### src/rtl/fsm_event_logger_pkg.sv
// Shared constants and width helpers for the sequence-detector event logger.
// Entry width depends on the LOGGER_TIMESTAMP_EN build option.
package fsm_logger_pkg;

    localparam int STATE_W = 3;

    // Without the timestamp feature the ts width contributes nothing to an entry.
    function automatic int ent_width(input int ts_w);
`ifdef LOGGER_TIMESTAMP_EN
        return STATE_W + ts_w;
`else
        return STATE_W + (ts_w * 0);
`endif
    endfunction

    function automatic int ptr_width(input int depth);
        return (depth > 1) ? $clog2(depth) : 1;
    endfunction

endpackage

### src/rtl/fsm_event_logger_if.sv
// Host read port of the event logger: FWFT head entry, status flags and pop strobe.
interface fsm_event_logger_if
    import fsm_logger_pkg::*;
#(
    parameter int ENT_W = STATE_W
) ();

    logic             rd_en;
    logic [ENT_W-1:0] dout;
    logic             empty;
    logic             full;

    modport master (output rd_en, input dout, empty, full);
    modport slave  (input rd_en, output dout, empty, full);

endinterface

### src/rtl/fsm_event_logger_fifo.sv
// Synchronous first-word-fall-through FIFO with an occupancy counter and a
// combinational indication of a push that had to be dropped.
module logger_fifo
    import fsm_logger_pkg::*;
#(
    parameter int WIDTH = STATE_W,
    parameter int DEPTH = 4
) (
    input  logic             clk,
    input  logic             rst_n,
    input  logic             push,
    input  logic [WIDTH-1:0] wdata,
    input  logic             pop,
    output logic [WIDTH-1:0] rdata,
    output logic             empty,
    output logic             full,
    output logic             dropped
);

    localparam int PTR_W = ptr_width(DEPTH);
    localparam int OCC_W = PTR_W + 1;
    localparam logic [OCC_W-1:0] FULL_CNT = OCC_W'(DEPTH);

    logic [WIDTH-1:0] mem [DEPTH];
    logic [PTR_W-1:0] wr_ptr;
    logic [PTR_W-1:0] rd_ptr;
    logic [OCC_W-1:0] count;
    logic             push_ok;
    logic             pop_ok;

    assign empty   = (count == '0);
    assign full    = (count == FULL_CNT);
    assign pop_ok  = pop && !empty;
    // A pop in the same cycle frees the slot the push lands in, even when full.
    assign push_ok = push && (!full || pop_ok);
    assign dropped = push && !push_ok;
    assign rdata   = mem[rd_ptr];

    always_ff @(posedge clk or negedge rst_n) begin
        if (!rst_n) begin
            wr_ptr <= '0;
            rd_ptr <= '0;
            count  <= '0;
            for (int i = 0; i < DEPTH; i++) begin
                mem[i] <= '0;
            end
        end else begin
            if (push_ok) begin
                mem[wr_ptr] <= wdata;
                wr_ptr      <= wr_ptr + PTR_W'(1);
            end
            if (pop_ok) begin
                rd_ptr <= rd_ptr + PTR_W'(1);
            end
            case ({push_ok, pop_ok})
                2'b10:   count <= count + OCC_W'(1);
                2'b01:   count <= count - OCC_W'(1);
                default: count <= count;
            endcase
        end
    end

endmodule

### src/rtl/fsm_event_logger.sv
// Event logger for the sequence detector: counts rising edges of F and queues {S[, ts]}.
// Build option LOGGER_TIMESTAMP_EN appends a free-running cycle timestamp to each entry.
module fsm_event_logger
    import fsm_logger_pkg::*;
#(
    parameter int DEPTH = 4,
    parameter int CNT_W = 8,
    parameter int TS_W  = 8
) (
    input  logic               CLK,
    input  logic               RESET,
    input  logic               F,
    input  logic [STATE_W-1:0] S,
    output logic               overflow,
    output logic [CNT_W-1:0]   evt_count,
    fsm_event_logger_if.slave  host
);

    localparam int ENT_W = ent_width(TS_W);

    logic             f_q;
    logic             evt;
    logic             dropped;
    logic [ENT_W-1:0] entry;

    // f_q resets low so a flag already high after reset counts as an edge.
    always_ff @(posedge CLK or negedge RESET) begin
        if (!RESET) begin
            f_q <= 1'b0;
        end else begin
            f_q <= F;
        end
    end

    assign evt = F && !f_q;

`ifdef LOGGER_TIMESTAMP_EN
    logic [TS_W-1:0] ts;

    always_ff @(posedge CLK or negedge RESET) begin
        if (!RESET) begin
            ts <= '0;
        end else begin
            ts <= ts + TS_W'(1);
        end
    end

    assign entry = {S, ts};
`else
    assign entry = S;
`endif

    always_ff @(posedge CLK or negedge RESET) begin
        if (!RESET) begin
            evt_count <= '0;
            overflow  <= 1'b0;
        end else begin
            if (evt && (evt_count != '1)) begin
                evt_count <= evt_count + CNT_W'(1);
            end
            if (dropped) begin
                overflow <= 1'b1;
            end
        end
    end

    logger_fifo #(
        .WIDTH (ENT_W),
        .DEPTH (DEPTH)
    ) u_fifo (
        .clk     (CLK),
        .rst_n   (RESET),
        .push    (evt),
        .wdata   (entry),
        .pop     (host.rd_en),
        .rdata   (host.dout),
        .empty   (host.empty),
        .full    (host.full),
        .dropped (dropped)
    );

endmodule

### src/flat_wrapper.sv
// flat-port wrapper written by rule: the top's interface ports become plain ports
module fsm_event_logger_flat import fsm_logger_pkg::*;
#(
    parameter int DEPTH = 4,
    parameter int CNT_W = 8,
    parameter int TS_W  = 8
)
  (CLK, RESET, F, S, overflow, evt_count, host_rd_en, host_dout, host_empty, host_full);
  fsm_event_logger_if #(.ENT_W((ent_width(TS_W)))) host_i ();
  input  logic CLK;
  input  logic RESET;
  input  logic F;
  input  logic [STATE_W-1:0] S;
  output logic overflow;
  output logic [CNT_W-1:0] evt_count;
  input wire logic [$bits(host_i.rd_en)-1:0] host_rd_en;
  output wire logic [$bits(host_i.dout)-1:0] host_dout;
  output wire logic [$bits(host_i.empty)-1:0] host_empty;
  output wire logic [$bits(host_i.full)-1:0] host_full;
  assign host_i.rd_en = host_rd_en;
  assign host_dout = host_i.dout;
  assign host_empty = host_i.empty;
  assign host_full = host_i.full;
  fsm_event_logger #(.DEPTH(DEPTH), .CNT_W(CNT_W), .TS_W(TS_W)) u_core (.CLK(CLK), .RESET(RESET), .F(F), .S(S), .overflow(overflow), .evt_count(evt_count), .host(host_i));
endmodule
### config.mk
export PLATFORM = sky130hd
export DESIGN_NAME = fsm_event_logger_flat
export DESIGN_NICKNAME = d
export VERILOG_FILES = /design/src/rtl/fsm_event_logger_pkg.sv /design/src/rtl/fsm_event_logger_if.sv /design/src/rtl/fsm_event_logger_fifo.sv /design/src/rtl/fsm_event_logger.sv /design/src/flat_wrapper.sv
export SDC_FILE = /design/constraint.sdc
export NUM_CORES = 1
export LEC_CHECK = 0
export CORE_ASPECT_RATIO = 1.5
export CORE_MARGIN = 2
export CORE_UTILIZATION = 52
export CTS_BUF_LIST = sky130_fd_sc_hd__clkbuf_8
export CTS_CLUSTER_SIZE = 40
export DETAILED_ROUTE_END_ITERATION = 8
export PLACE_DENSITY = 0.84
export SLEW_MARGIN = 5
export SYNTH_ARGS = -nofsm -noshare
export SYNTH_HDL_FRONTEND = slang
export SYNTH_HIERARCHICAL = 1
export SYNTH_SLANG_ARGS = --single-unit
### constraint.sdc
create_clock -name CLK -period 2.85 [get_ports CLK]
set_input_delay 0.285 -clock CLK [delete_from_list [all_inputs] [get_ports CLK]]
set_output_delay 0.285 -clock CLK [all_outputs]
set_load 0.1 [all_outputs]
==> key figures <==
Status
  – Status: complete, no violations

Yosys
  – Post-synth EDFFs: 0
  – Cells after synthesis: 106
  – Mapped Area: 1418 µm²
  – FFs w/ async S/R, synth: 100.0%
  – Mapped Nets: 120
  – Yosys warning count: 6
  – Sequential area share after synthesis: 51.19%
  – Syn_area_per_cell: 13.37 µm²
  – Ys flop type: dfrtp_1
  – Post-synth cell types: 33
  – Synth Register Bits: 29

CTS
  – CTS tree: done
  – Sink Count: 29
  – Register clock-pin slew on the reported worst setup and hold paths: 0.07 ns
  – Post-CTS repair timing setup buffer count: 0
  – Clk root buf: clkbuf_8
  – Hold Buf Count CTS: 0
  – Clk_lat worst skew: 0.29 ns
  – Clk buf depth: 2
  – Post-CTS sizing: 0
  – Clock buffer count from CTS: 5
  – H-tree Lvls: 2

Place
  – HPWL after detailed placement: 1.999 mm
  – # port buffers: 20
  – Final GP Congestion: 0.7796

Timing
  – Maximum clock rate: 460.5 MHz
  – Final Hold Viols: 0
  – Setup-failing EPs final: 0
  – Max-slew headroom: 75.78%
  – Period utilisation layout: 76.19%
  – Unrepaired setup endpoints after global routing: false
  – Final Max Slew Viols: 0
  – Setup TNS: 0 ns
  – Slew @ Worst Pin: 0.3633 ns
  – Setup Skew: 0.003791 ns
  – Final min period: 2.171 ns

GRT
  – Number of global-route vias before repair: 961
  – Maximum number of pins on one net before global-route repair: 30
  – First-pass GRT wire length: 4.436 mm
  – Antenna violations before repair: 0
  – Total Routing Usage GR: 20.66%
  – GR Overflow Total: 0

Worst setup path
  – R2R Path Start: u_core/u_fifo/count[0]
  – Setup CP Type: reg2reg
  – R2R Path End: u_core/u_fifo/count[2]
  – Startpoint class of the critical path: flip-flop
  – Critical Path RT: 3.07 ns
  – Crit-path max FO: 5
  – Worst setup EP type: flip-flop
  – Reg2reg setup slack: 0.68 ns
  – Arrival @ worst endpoint: 2.39 ns
  – Worst R2R Path Depth: 8

Cells and area
  – Most common cell after layout, fill and taps aside: dfrtp_1
  – Final Core Density: 65.12%
  – Synthesis-to-layout area growth: 21.62%
  – Commonest non-fill, non-tap cells in the layout: dfrtp_1 (29), buf_4 (15), mux2_2 (13)
  – Layout cell share with drive strength beyond 1: 35.07%
  – Inserted Diodes: 0
  – Final nets: 147

Die
  – Die H: 67.95 µm
  – Die width: 46.63 µm
  – Core area: 2648 µm²
  – Ports: 21
  – Die area: 3168 µm²
  – # rows: 23
  – Starting density of the core: 53.54%

Detailed routing
  – Iteration count of the initial detailed-routing pass: 4
  – Drt initial violations: 10
  – Vias per cell: 5.257
  – Drt total wl: 2.624 mm
  – WL per Instance: 15.35 µm
  – Via count: 899
  – Routed Antenna Nets: 0
  – Post-route DRC: 0

Job
  – Max-cap viol count: 0

Worst hold path
  – HP Class: in2async
==> cells in the mapped netlist (2+ instances only) <==
cell,number,area share [%]
a21oi_1,2,0.71
a31oi_1,2,0.88
and3_1,2,0.88
dfrtp_1,29,51
ha_1,6,5.3
inv_1,5,1.3
mux2_2,13,10
mux2i_1,2,1.4
mux4_2,3,4.8
nand2_1,7,1.9
nor2_1,6,1.6
xnor2_1,5,3.1
xor2_1,4,2.5
==> cell families after synthesis <==
group           share of synthesized area [%]
flops                                   51.19
compound gates                          4.678
xor+xnor                                5.560
fa+ha+maj                               6.708
buf+inv                                 1.589
mux                                     17.30
simple gates                            12.97
==> area by class of cell <==
| class | instances | area (µm²) |
|---|---|---|
| Clock inverter | 3 | 22.52 |
| Tap cell | 37 | 46.29 |
| Sequential cell | 29 | 725.7 |
| Fill cell | 224 | 923.4 |
| Timing Repair Buffer | 21 | 172.7 |
| Multi-Input combinational cell | 71 | 669.4 |
| Clock buffer | 5 | 68.82 |
| Inverter | 5 | 18.77 |
==> metrics by stage <==
step | cells | area [µm²] | setup slack (ns) | hold slack [ns]
floorplan | 106 | 1418 | 0.03948 | -0.01059
global placement | 163 | 1633 | 0.4901 | 0.4521
detailed placement | 163 | 1633 | 0.4184 | 0.4542
CTS | 171 | 1724 | 0.6767 | 0.3851
global route | 171 | 1724 | 0.5149 | 0.4169
finish | 171 | 1724 | 0.6785 | 0.3817
==> critical path, stage by stage, from the launching register on <==
cell and delay, ns:
dfrtp_1 0.46, nor4b_4 0.38, nand2b_2 0.22, ha_1 0.20
inv_1 0.06, fa_1 0.37, xor2_1 0.15, nor2_1 0.11
xor2_1 0.15
==> worst max path at each step <==
stage | from | endpoint | slack, ns | cells past startpoint
after floorplan | u_core/u_fifo/count[0] | host_empty | 0.04 | 1
after global placement | host_rd_en | u_core/u_fifo/count[2] | 0.49 | 9
after detailed placement | host_rd_en | u_core/u_fifo/count[2] | 0.42 | 9
after CTS | u_core/u_fifo/count[0] | u_core/u_fifo/count[2] | 0.68 | 8
after global routing | u_core/u_fifo/count[0] | u_core/u_fifo/count[2] | 0.51 | 8
final | u_core/u_fifo/count[0] | u_core/u_fifo/count[2] | 0.68 | 8
==> routing by layer <==
metal  GRT usage, %  vias up  share of wire [%]
li1               -      425                  -
met1          23.83      442                 38
met3          5.013       10                3.4
met5              0        -                  0
met4          14.93        0                3.9
met2          32.47       22                 54
==> flip-flops by register name, summed over array words and instances, names as in the netlist <==
register              flops
u_core/u_fifo/rd_ptr      2
u_core/overflow           1
u_core/f_q                1
u_core/u_fifo/mem        12
u_core/u_fifo/wr_ptr      2
u_core/evt_count          8
u_core/u_fifo/count       3
Power is not shown: default switching activity piles up to over one toggle a cycle in this logic, so the estimate is an artifact.
